`src/rtl/spi_pkg.sv`:
```
// Shared constants and helpers for the SPI master data path.
package spi_pkg;

  localparam int SPI_DW = 8;
  localparam int SPI_IW = 3;

  // Effective edge-selection mode: 0 for SPI modes 0/3, 1 for modes 1/2.
  function automatic logic spi_mode_x(input logic cpol, input logic cpha);
    return cpol ^ cpha;
  endfunction

  // Bit pointer start position: MSB for MSB-first, LSB for LSB-first.
  function automatic logic [SPI_IW-1:0] spi_start_idx(input logic lsbfe);
    return lsbfe ? 3'd0 : 3'd7;
  endfunction

endpackage

```
`src/rtl/spi_shift_register_if.sv`:
```
// Control, edge-flag and data signals between the SPI control logic and the
// shift register data path.
interface spi_shift_register_if;
  import spi_pkg::*;

  logic              ss;
  logic              send_data;
  logic              receive_data;
  logic              lsbfe;
  logic              cpha;
  logic              cpol;
  logic              flag_low;
  logic              flag_high;
  logic              flags_low;
  logic              flags_high;
  logic [SPI_DW-1:0] data_mosi;
  logic              miso;
  logic              mosi;
  logic [SPI_DW-1:0] data_miso;

  modport master (
    output ss, send_data, receive_data, lsbfe, cpha, cpol,
    output flag_low, flag_high, flags_low, flags_high,
    output data_mosi, miso,
    input  mosi, data_miso
  );

  modport slave (
    input  ss, send_data, receive_data, lsbfe, cpha, cpol,
    input  flag_low, flag_high, flags_low, flags_high,
    input  data_mosi, miso,
    output mosi, data_miso
  );

endinterface

```
`src/rtl/spi_bit_ptr.sv`:
```
// 3-bit bit pointer: reloads to a start value, otherwise steps up or down
// (modulo 8) on advance. Reload has priority over advance.
module spi_bit_ptr
  import spi_pkg::*;
(
  input  logic              clk,
  input  logic              rst,
  input  logic              reload,
  input  logic              advance,
  input  logic              up,
  input  logic [SPI_IW-1:0] start,
  output logic [SPI_IW-1:0] idx
);

  logic [SPI_IW-1:0] idx_next;

  // Next pointer value: reload, step in the selected direction, or hold.
  always_comb begin
    idx_next = idx;
    if (reload) begin
      idx_next = start;
    end else if (advance) begin
      if (up) begin
        idx_next = idx + 3'd1;
      end else begin
        idx_next = idx - 3'd1;
      end
    end else begin
      idx_next = idx;
    end
  end

  // Pointer register; resets to the MSB position regardless of bit order.
  always_ff @(posedge clk or posedge rst) begin
    if (rst) begin
      idx <= 3'd7;
    end else begin
      idx <= idx_next;
    end
  end

endmodule

```
`src/rtl/spi_shift_register.sv`:
```
// SPI master data path: serialises the transmit byte onto mosi and assembles
// received miso bits into a byte, with edge choice and bit order taken from
// the SPI mode inputs.
module spi_shift_register
  import spi_pkg::*;
(
  input  logic                 PCLK,
  input  logic                 PRESET,
  spi_shift_register_if.slave  bus
);

  logic              mode_x;
  logic              tx_edge;
  logic              rx_edge;
  logic              reload;
  logic              tx_shift;
  logic              rx_shift;
  logic [SPI_IW-1:0] start_idx;
  logic [SPI_IW-1:0] tx_idx;
  logic [SPI_IW-1:0] rx_idx;
  logic [SPI_DW-1:0] tx_reg;
  logic [SPI_DW-1:0] rx_reg;
  logic              mosi_q;
  logic [SPI_DW-1:0] data_miso_q;

  // Edge selection and shift qualification. A load in the same cycle as a
  // transmit edge wins, so that edge neither shifts nor advances the pointer.
  always_comb begin
    mode_x    = spi_mode_x(bus.cpol, bus.cpha);
    start_idx = spi_start_idx(bus.lsbfe);
    if (mode_x) begin
      tx_edge = bus.flag_high;
      rx_edge = bus.flags_low;
    end else begin
      tx_edge = bus.flag_low;
      rx_edge = bus.flags_high;
    end
    reload   = bus.ss | bus.send_data;
    tx_shift = tx_edge & ~bus.ss & ~bus.send_data;
    rx_shift = rx_edge & ~bus.ss;
  end

  spi_bit_ptr u_tx_ptr (
    .clk     (PCLK),
    .rst     (PRESET),
    .reload  (reload),
    .advance (tx_shift),
    .up      (bus.lsbfe),
    .start   (start_idx),
    .idx     (tx_idx)
  );

  spi_bit_ptr u_rx_ptr (
    .clk     (PCLK),
    .rst     (PRESET),
    .reload  (reload),
    .advance (rx_shift),
    .up      (bus.lsbfe),
    .start   (start_idx),
    .idx     (rx_idx)
  );

  // Transmit byte: captured on the load strobe, independent of slave select.
  always_ff @(posedge PCLK or posedge PRESET) begin
    if (PRESET) begin
      tx_reg <= 8'h00;
    end else if (bus.send_data) begin
      tx_reg <= bus.data_mosi;
    end else begin
      tx_reg <= tx_reg;
    end
  end

  // Serial output: drives the pointed-to bit on each qualified transmit edge.
  always_ff @(posedge PCLK or posedge PRESET) begin
    if (PRESET) begin
      mosi_q <= 1'b0;
    end else if (tx_shift) begin
      mosi_q <= tx_reg[tx_idx];
    end else begin
      mosi_q <= mosi_q;
    end
  end

  // Receive assembly: stores miso at the pointed-to bit on each rx edge.
  always_ff @(posedge PCLK or posedge PRESET) begin
    if (PRESET) begin
      rx_reg <= 8'h00;
    end else if (rx_shift) begin
      rx_reg[rx_idx] <= bus.miso;
    end else begin
      rx_reg <= rx_reg;
    end
  end

  // Received byte output: takes the pre-update assembly register.
  always_ff @(posedge PCLK or posedge PRESET) begin
    if (PRESET) begin
      data_miso_q <= 8'h00;
    end else if (bus.receive_data) begin
      data_miso_q <= rx_reg;
    end else begin
      data_miso_q <= data_miso_q;
    end
  end

  assign bus.mosi      = mosi_q;
  assign bus.data_miso = data_miso_q;

endmodule

```
`src/flat_wrapper.sv`:
```
// flat-port wrapper written by rule: the top's interface ports become plain ports
module spi_shift_register_flat import spi_pkg::*;
  (PCLK, PRESET, bus_ss, bus_send_data, bus_receive_data, bus_lsbfe, bus_cpha, bus_cpol, bus_flag_low, bus_flag_high, bus_flags_low, bus_flags_high, bus_data_mosi, bus_miso, bus_mosi, bus_data_miso);
  spi_shift_register_if bus_i ();
  input  logic PCLK;
  input  logic PRESET;
  input wire logic [$bits(bus_i.ss)-1:0] bus_ss;
  input wire logic [$bits(bus_i.send_data)-1:0] bus_send_data;
  input wire logic [$bits(bus_i.receive_data)-1:0] bus_receive_data;
  input wire logic [$bits(bus_i.lsbfe)-1:0] bus_lsbfe;
  input wire logic [$bits(bus_i.cpha)-1:0] bus_cpha;
  input wire logic [$bits(bus_i.cpol)-1:0] bus_cpol;
  input wire logic [$bits(bus_i.flag_low)-1:0] bus_flag_low;
  input wire logic [$bits(bus_i.flag_high)-1:0] bus_flag_high;
  input wire logic [$bits(bus_i.flags_low)-1:0] bus_flags_low;
  input wire logic [$bits(bus_i.flags_high)-1:0] bus_flags_high;
  input wire logic [$bits(bus_i.data_mosi)-1:0] bus_data_mosi;
  input wire logic [$bits(bus_i.miso)-1:0] bus_miso;
  output wire logic [$bits(bus_i.mosi)-1:0] bus_mosi;
  output wire logic [$bits(bus_i.data_miso)-1:0] bus_data_miso;
  assign bus_i.ss = bus_ss;
  assign bus_i.send_data = bus_send_data;
  assign bus_i.receive_data = bus_receive_data;
  assign bus_i.lsbfe = bus_lsbfe;
  assign bus_i.cpha = bus_cpha;
  assign bus_i.cpol = bus_cpol;
  assign bus_i.flag_low = bus_flag_low;
  assign bus_i.flag_high = bus_flag_high;
  assign bus_i.flags_low = bus_flags_low;
  assign bus_i.flags_high = bus_flags_high;
  assign bus_i.data_mosi = bus_data_mosi;
  assign bus_i.miso = bus_miso;
  assign bus_mosi = bus_i.mosi;
  assign bus_data_miso = bus_i.data_miso;
  spi_shift_register u_core (.PCLK(PCLK), .PRESET(PRESET), .bus(bus_i));
endmodule
```
`config.mk`:
```
export PLATFORM = sky130hd
export DESIGN_NAME = spi_shift_register_flat
export DESIGN_NICKNAME = d
export VERILOG_FILES = /design/src/rtl/spi_pkg.sv /design/src/rtl/spi_shift_register_if.sv /design/src/rtl/spi_bit_ptr.sv /design/src/rtl/spi_shift_register.sv /design/src/flat_wrapper.sv
export SDC_FILE = /design/constraint.sdc
export NUM_CORES = 1
export LEC_CHECK = 0
export CAP_MARGIN = 0
export CORE_AREA = 3 3 62 64
export DETAILED_ROUTE_END_ITERATION = 8
export DIE_AREA = 0 0 65 67
export GPL_ROUTABILITY_DRIVEN = 0
export PLACE_DENSITY = 0.69
export SETUP_SLACK_MARGIN = 0.1
export SLEW_MARGIN = 20
export SYNTH_ARGS = -nofsm -noshare
export SYNTH_HDL_FRONTEND = slang
export SYNTH_SLANG_ARGS = --single-unit
```
`constraint.sdc`:
```
create_clock -name PCLK -period 1.8 [get_ports PCLK]
set_input_delay 0.45 -clock PCLK [delete_from_list [all_inputs] [get_ports PCLK]]
set_output_delay 0.45 -clock PCLK [all_outputs]
set_load 0.005 [all_outputs]
```
==> impl_table.tex <==
\begin{tabular}{lr}
\hline
Metric & Value \\
\hline
\multicolumn{2}{l}{\textbf{CTS}} \\
\quad Clk\_lat worst skew & 0.32 ns \\
\quad Clock tree from TritonCTS & done \\
\quad TritonCTS sink count & 31 \\
\quad Buffer type at the clock tree root & sky130\_fd\_sc\_hd\_\_clkbuf\_4 \\
\quad Clock H-tree levels & 2 \\
\quad Clock slew at reported path FFs & 0.10 ns \\
\quad Buffers from clock root to sink, at most & 2 \\
\quad Num CTS Buffers & 5 \\
\multicolumn{2}{l}{\textbf{Layout}} \\
\quad Antenna diodes & 0 \\
\quad Footprint of the flip-flops and latches & 783 um\^{}2 \\
\quad P\&R area growth vs syn & 35.1\% \\
\quad Layout fillers & 293 \\
\quad Nets & 182 \\
\quad Multi-input combinational cell area & 703 um\^{}2 \\
\quad Proportion of layout cells with a drive suffix above 1 & 39.4\% \\
\multicolumn{2}{l}{\textbf{Global route}} \\
\quad Overall track demand over capacity in global routing & 14.3\% \\
\quad Largest net degree at the start of global routing & 32 \\
\quad Global-route wire length before repair & 4620 um \\
\quad Number of antenna violations at the first check in global routing & 0 \\
\quad Gr ovfl total & 0 \\
\quad Via count of the first global-routing pass & 1031 \\
\multicolumn{2}{l}{\textbf{STA}} \\
\quad Total count of hold-check failures in the final report & 0 \\
\quad Maximum clock skew at final layout & 0.00444 ns \\
\quad Portion of the clock cycle consumed by the worst path in the final layout & 95.9\% \\
\quad Setup Viol. Count Final & 0 \\
\quad Worst-Margin Slew & 0.375 ns \\
\quad Max-Slew Margin vs Limit & 75.0\% \\
\quad Clock period minus final worst setup slack & 1.73 ns \\
\quad Setup repair after global routing missed its margin & yes \\
\quad Worst hold slack & 0.493 ns \\
\quad Peak Freq & 579 MHz \\
\quad Number of pins exceeding their max-slew limit in the final report & 0 \\
\multicolumn{2}{l}{\textbf{Power}} \\
\quad Pint & 1.51 mW \\
\quad Worst VDD drop & 510 uV \\
\quad Clock network fraction of design power & 20.5\% \\
\quad Net load switching power & 0.539 mW \\
\quad Leakage dissipation & 0.896 nW \\
\quad Overall power & 2.05 mW \\
\quad Portion of total power attributed to combinational logic & 29.5\% \\
\quad Sequential fraction of design power & 50.0\% \\
\quad Switching part of the total & 26.4\% \\
\quad Power per cell area & 1020 mW/mm\^{}2 \\
\multicolumn{2}{l}{\textbf{Hold path}} \\
\quad Type of the most critical hold path & input port to async pin \\
\multicolumn{2}{l}{\textbf{Logic synthesis}} \\
\quad Portion of synthesized cell area occupied by the leading cell type & 41.9\% \\
\quad Async S/R FF share, synth & 100\% \\
\quad Synthesized area & 0.00149 mm\^{}2 \\
\quad Warning count from the yosys run & 0 \\
\quad Total nets after synthesis & 138 \\
\quad Library cell with the largest summed area after synthesis & sky130\_fd\_sc\_hd\_\_dfrtp\_1 \\
\quad Average instance area after synthesis & 13.0 um\^{}2 \\
\quad EDFF count, synth & 0 \\
\quad Gate count after technology mapping & 115 \\
\quad Sequential cell area fraction in the yosys report & 52.5\% \\
\quad Cell with the most instances after synthesis & sky130\_fd\_sc\_hd\_\_dfrtp\_1 \\
\quad Primary flip-flop cell chosen by synthesis mapping & sky130\_fd\_sc\_hd\_\_dfrtp\_1 \\
\quad Top cells by instance count after synthesis & sky130\_fd\_sc\_hd\_\_dfrtp\_1 (25), sky130\_fd\_sc\_hd\_\_mux2\_2 (23), sky130\_fd\_sc\_hd\_\_mux2i\_1 (8), sky130\_fd\_sc\_hd\_\_nor2\_1 (7) \\
\quad Post-synth cell types & 26 \\
\quad Register bit total from synthesis & 31 \\
\quad Cell types occupying the most area after synthesis & sky130\_fd\_sc\_hd\_\_dfrtp\_1 (42\%), sky130\_fd\_sc\_hd\_\_mux2\_2 (17\%), sky130\_fd\_sc\_hd\_\_dfstp\_2 (11\%) \\
\multicolumn{2}{l}{\textbf{Floorplanning}} \\
\quad Starting Density & 44.7\% \\
\quad Chip Width & 65 um \\
\quad Vertical die dimension & 67 um \\
\quad Top Ports & 30 \\
\quad Die Outline Area & 0.00436 mm\^{}2 \\
\quad Number of standard-cell rows in the floorplan & 21 \\
\quad Core Region & 0.00334 mm\^{}2 \\
\multicolumn{2}{l}{\textbf{Drt}} \\
\quad Number of optimization iterations in the first detailed-route pass & 4 \\
\quad DRC errors left & 0 \\
\quad Number of vias per cell & 5.03 \\
\quad Mean routed wirelength per cell & 13.8 um \\
\quad Total number of vias & 1036 \\
\quad DRT iter0 DRCs & 17 \\
\quad Antenna-violating nets left & 0 \\
\quad WL final & 2840 um \\
\multicolumn{2}{l}{\textbf{Setup path}} \\
\quad Library cell contributing the largest single delay on the critical path & sky130\_fd\_sc\_hd\_\_or4b\_4 \\
\quad Cell family contributing the most delay on the critical path & simple AND/OR/NAND/NOR gates \\
\quad Startpoint of the lowest-slack register-to-register path & u\_core.u\_rx\_ptr.idx[1]\$\_DFFE\_PP1P\_ \\
\quad Critical Path End Type & register \\
\quad Nature of the critical path startpoint & input port \\
\quad Slowest Stage Delay on Critical Path & 0.48 ns \\
\quad Worst Path Buf+Inv & 2 \\
\quad Maximum fanout along the worst path & 8 \\
\quad Required time worst endpoint & 2.02 ns \\
\quad CP Data Arrival Time & 1.95 ns \\
\quad Classification of the worst setup path & input port to register \\
\quad Reg2Reg Setup Slack & 0.14 ns \\
\quad CP cell instances & dlygate4sd2\_1 -> xnor2\_2 -> mux2i\_1 -> buf\_4 -> or4b\_4 -> mux2\_4 \\
\quad Cells on worst reg2reg path & 3 \\
\quad Worst reg2reg path endpoint & u\_core.rx\_reg[4]\$\_DFFE\_PP0P\_ \\
\multicolumn{2}{l}{\textbf{Placed design}} \\
\quad Placed wire-length estimate & 2100 um \\
\quad Buffers added on ports & 29 \\
\multicolumn{2}{l}{\textbf{Outcome}} \\
\quad Run status & completed \\
\multicolumn{2}{l}{\textbf{Run}} \\
\quad Number of maximum-capacitance constraint violations & 0 \\
\hline
\end{tabular}
## placed cells by master (no fill, tap or decap), types with 2 or more instances in the layout
cell type                         Yosys  routed
sky130_fd_sc_hd__mux2_2              23      23
sky130_fd_sc_hd__fa_2                 0       2
sky130_fd_sc_hd__dfstp_2              6       6
sky130_fd_sc_hd__a21o_1               2       2
sky130_fd_sc_hd__nor4_1               4       3
sky130_fd_sc_hd__clkbuf_4             0       5
sky130_fd_sc_hd__nor2_1               7       6
sky130_fd_sc_hd__a21oi_1              6       5
sky130_fd_sc_hd__dfrtp_1             25      25
sky130_fd_sc_hd__dlymetal6s2s_1       0       4
sky130_fd_sc_hd__nand2_1              3       3
sky130_fd_sc_hd__o32a_1               2       2
sky130_fd_sc_hd__dlygate4sd2_1        0       2
sky130_fd_sc_hd__clkdlybuf4s50_1      0      23
sky130_fd_sc_hd__xnor2_1              2       2
sky130_fd_sc_hd__nand2b_1             2       2
sky130_fd_sc_hd__buf_4                0      14
sky130_fd_sc_hd__o211ai_1             2       2
sky130_fd_sc_hd__or2_2                2       2
sky130_fd_sc_hd__nor4b_1              3       3
sky130_fd_sc_hd__mux2i_1              8       8
## repair_timing
action                                  CTS  global route
hold buffers                              0             0
setup buffers                             2             0
endpoints found under the setup margin   10             8
pin swaps                                 3             4
cloned                                    0             0
gates resized for setup                   6             9
## worst min-delay path: stages
cell                              delay, ns
sky130_fd_sc_hd__clkdlybuf4s50_1       0.40
sky130_fd_sc_hd__inv_1                 0.05
sky130_fd_sc_hd__buf_4                 0.34
## cell type report
type / count / share of cell area [%]
repair buffers: 43 / 20.0
clock inverters: 1 / 0.248
flip-flops and latches: 31 / 38.9
well taps: 46 / 2.86
multi-input cells: 76 / 34.9
clock buffers: 7 / 2.73
inverters: 2 / 0.373
## stage by stage
stage | TNS (ns) | setup slack, ns | utilization, % | area, um^2 | instances
after CTS | 0 | 0.0895 | 59.6 | 1990 | 206
after floorplan | 0 | 0.0944 | - | 1490 | 115
final | 0 | 0.0735 | 60.4 | 2010 | 206
after detailed placement | -4.23 | -0.506 | 57.1 | 1900 | 196
after global placement | -4.04 | -0.498 | 57.1 | 1900 | 196
after global routing | 0 | 0.0622 | 60.4 | 2010 | 206
## cells by family (layout without fill, tap and decap cells)
kind of cell               after synthesis  in the layout  synth area share, %
muxes                                   33             33                 25.0
xor gates and xnor gates                 3              3                 2.27
buffers and inverters                    8             53                 2.18
DFF                                     31             31                 52.5
and+or+nand+nor                         24             24                 9.14
adders and majority gates                2              2                 2.68
AOI/OAI and AO/OA                       14             14                 6.21
## power by group through the flow
| stage | logic (mW) | registers (mW) | clock network (mW) |
|---|---|---|---|
| 2_1_floorplan | 0.306 | 1.01 | 0 |
| 3_3_place_gp | 0.583 | 1.02 | 0 |
| 3_5_place_dp | 0.597 | 1.04 | 0 |
| 4_1_cts | 0.611 | 1.03 | 0.440 |
| 5_1_grt | 0.657 | 1.05 | 0.472 |
| 6_report | 0.603 | 1.02 | 0.419 |
## how the worst max path moves through the flow
stage	from	to	slack [ns]	depth (start not counted)
final	bus_cpha	u_core.rx_reg[4]$_DFFE_PP0P_	0.07	6
after global routing	bus_cpha	u_core.rx_reg[4]$_DFFE_PP0P_	0.06	6
after CTS	bus_cpol	u_core.rx_reg[4]$_DFFE_PP0P_	0.09	6
after detailed placement	bus_cpha	u_core.rx_reg[4]$_DFFE_PP0P_	-0.51	6
after global placement	bus_cpha	u_core.rx_reg[4]$_DFFE_PP0P_	-0.50	6
after floorplan	bus_cpha	u_core.rx_reg[5]$_DFFE_PP0P_	0.09	5
## routing by layer
| metal | up-vias | GRT usage, % | wire, um |
|---|---|---|---|
| met5 | - | 0 | 0 |
| met4 | 0 | 5.54 | 39 |
| met3 | 6 | 5.40 | 158 |
| met2 | 21 | 23.4 | 1400 |
| met1 | 505 | 17.0 | 1240 |
| li1 | 504 | - | - |
Power figures use the tool's default switching activity.
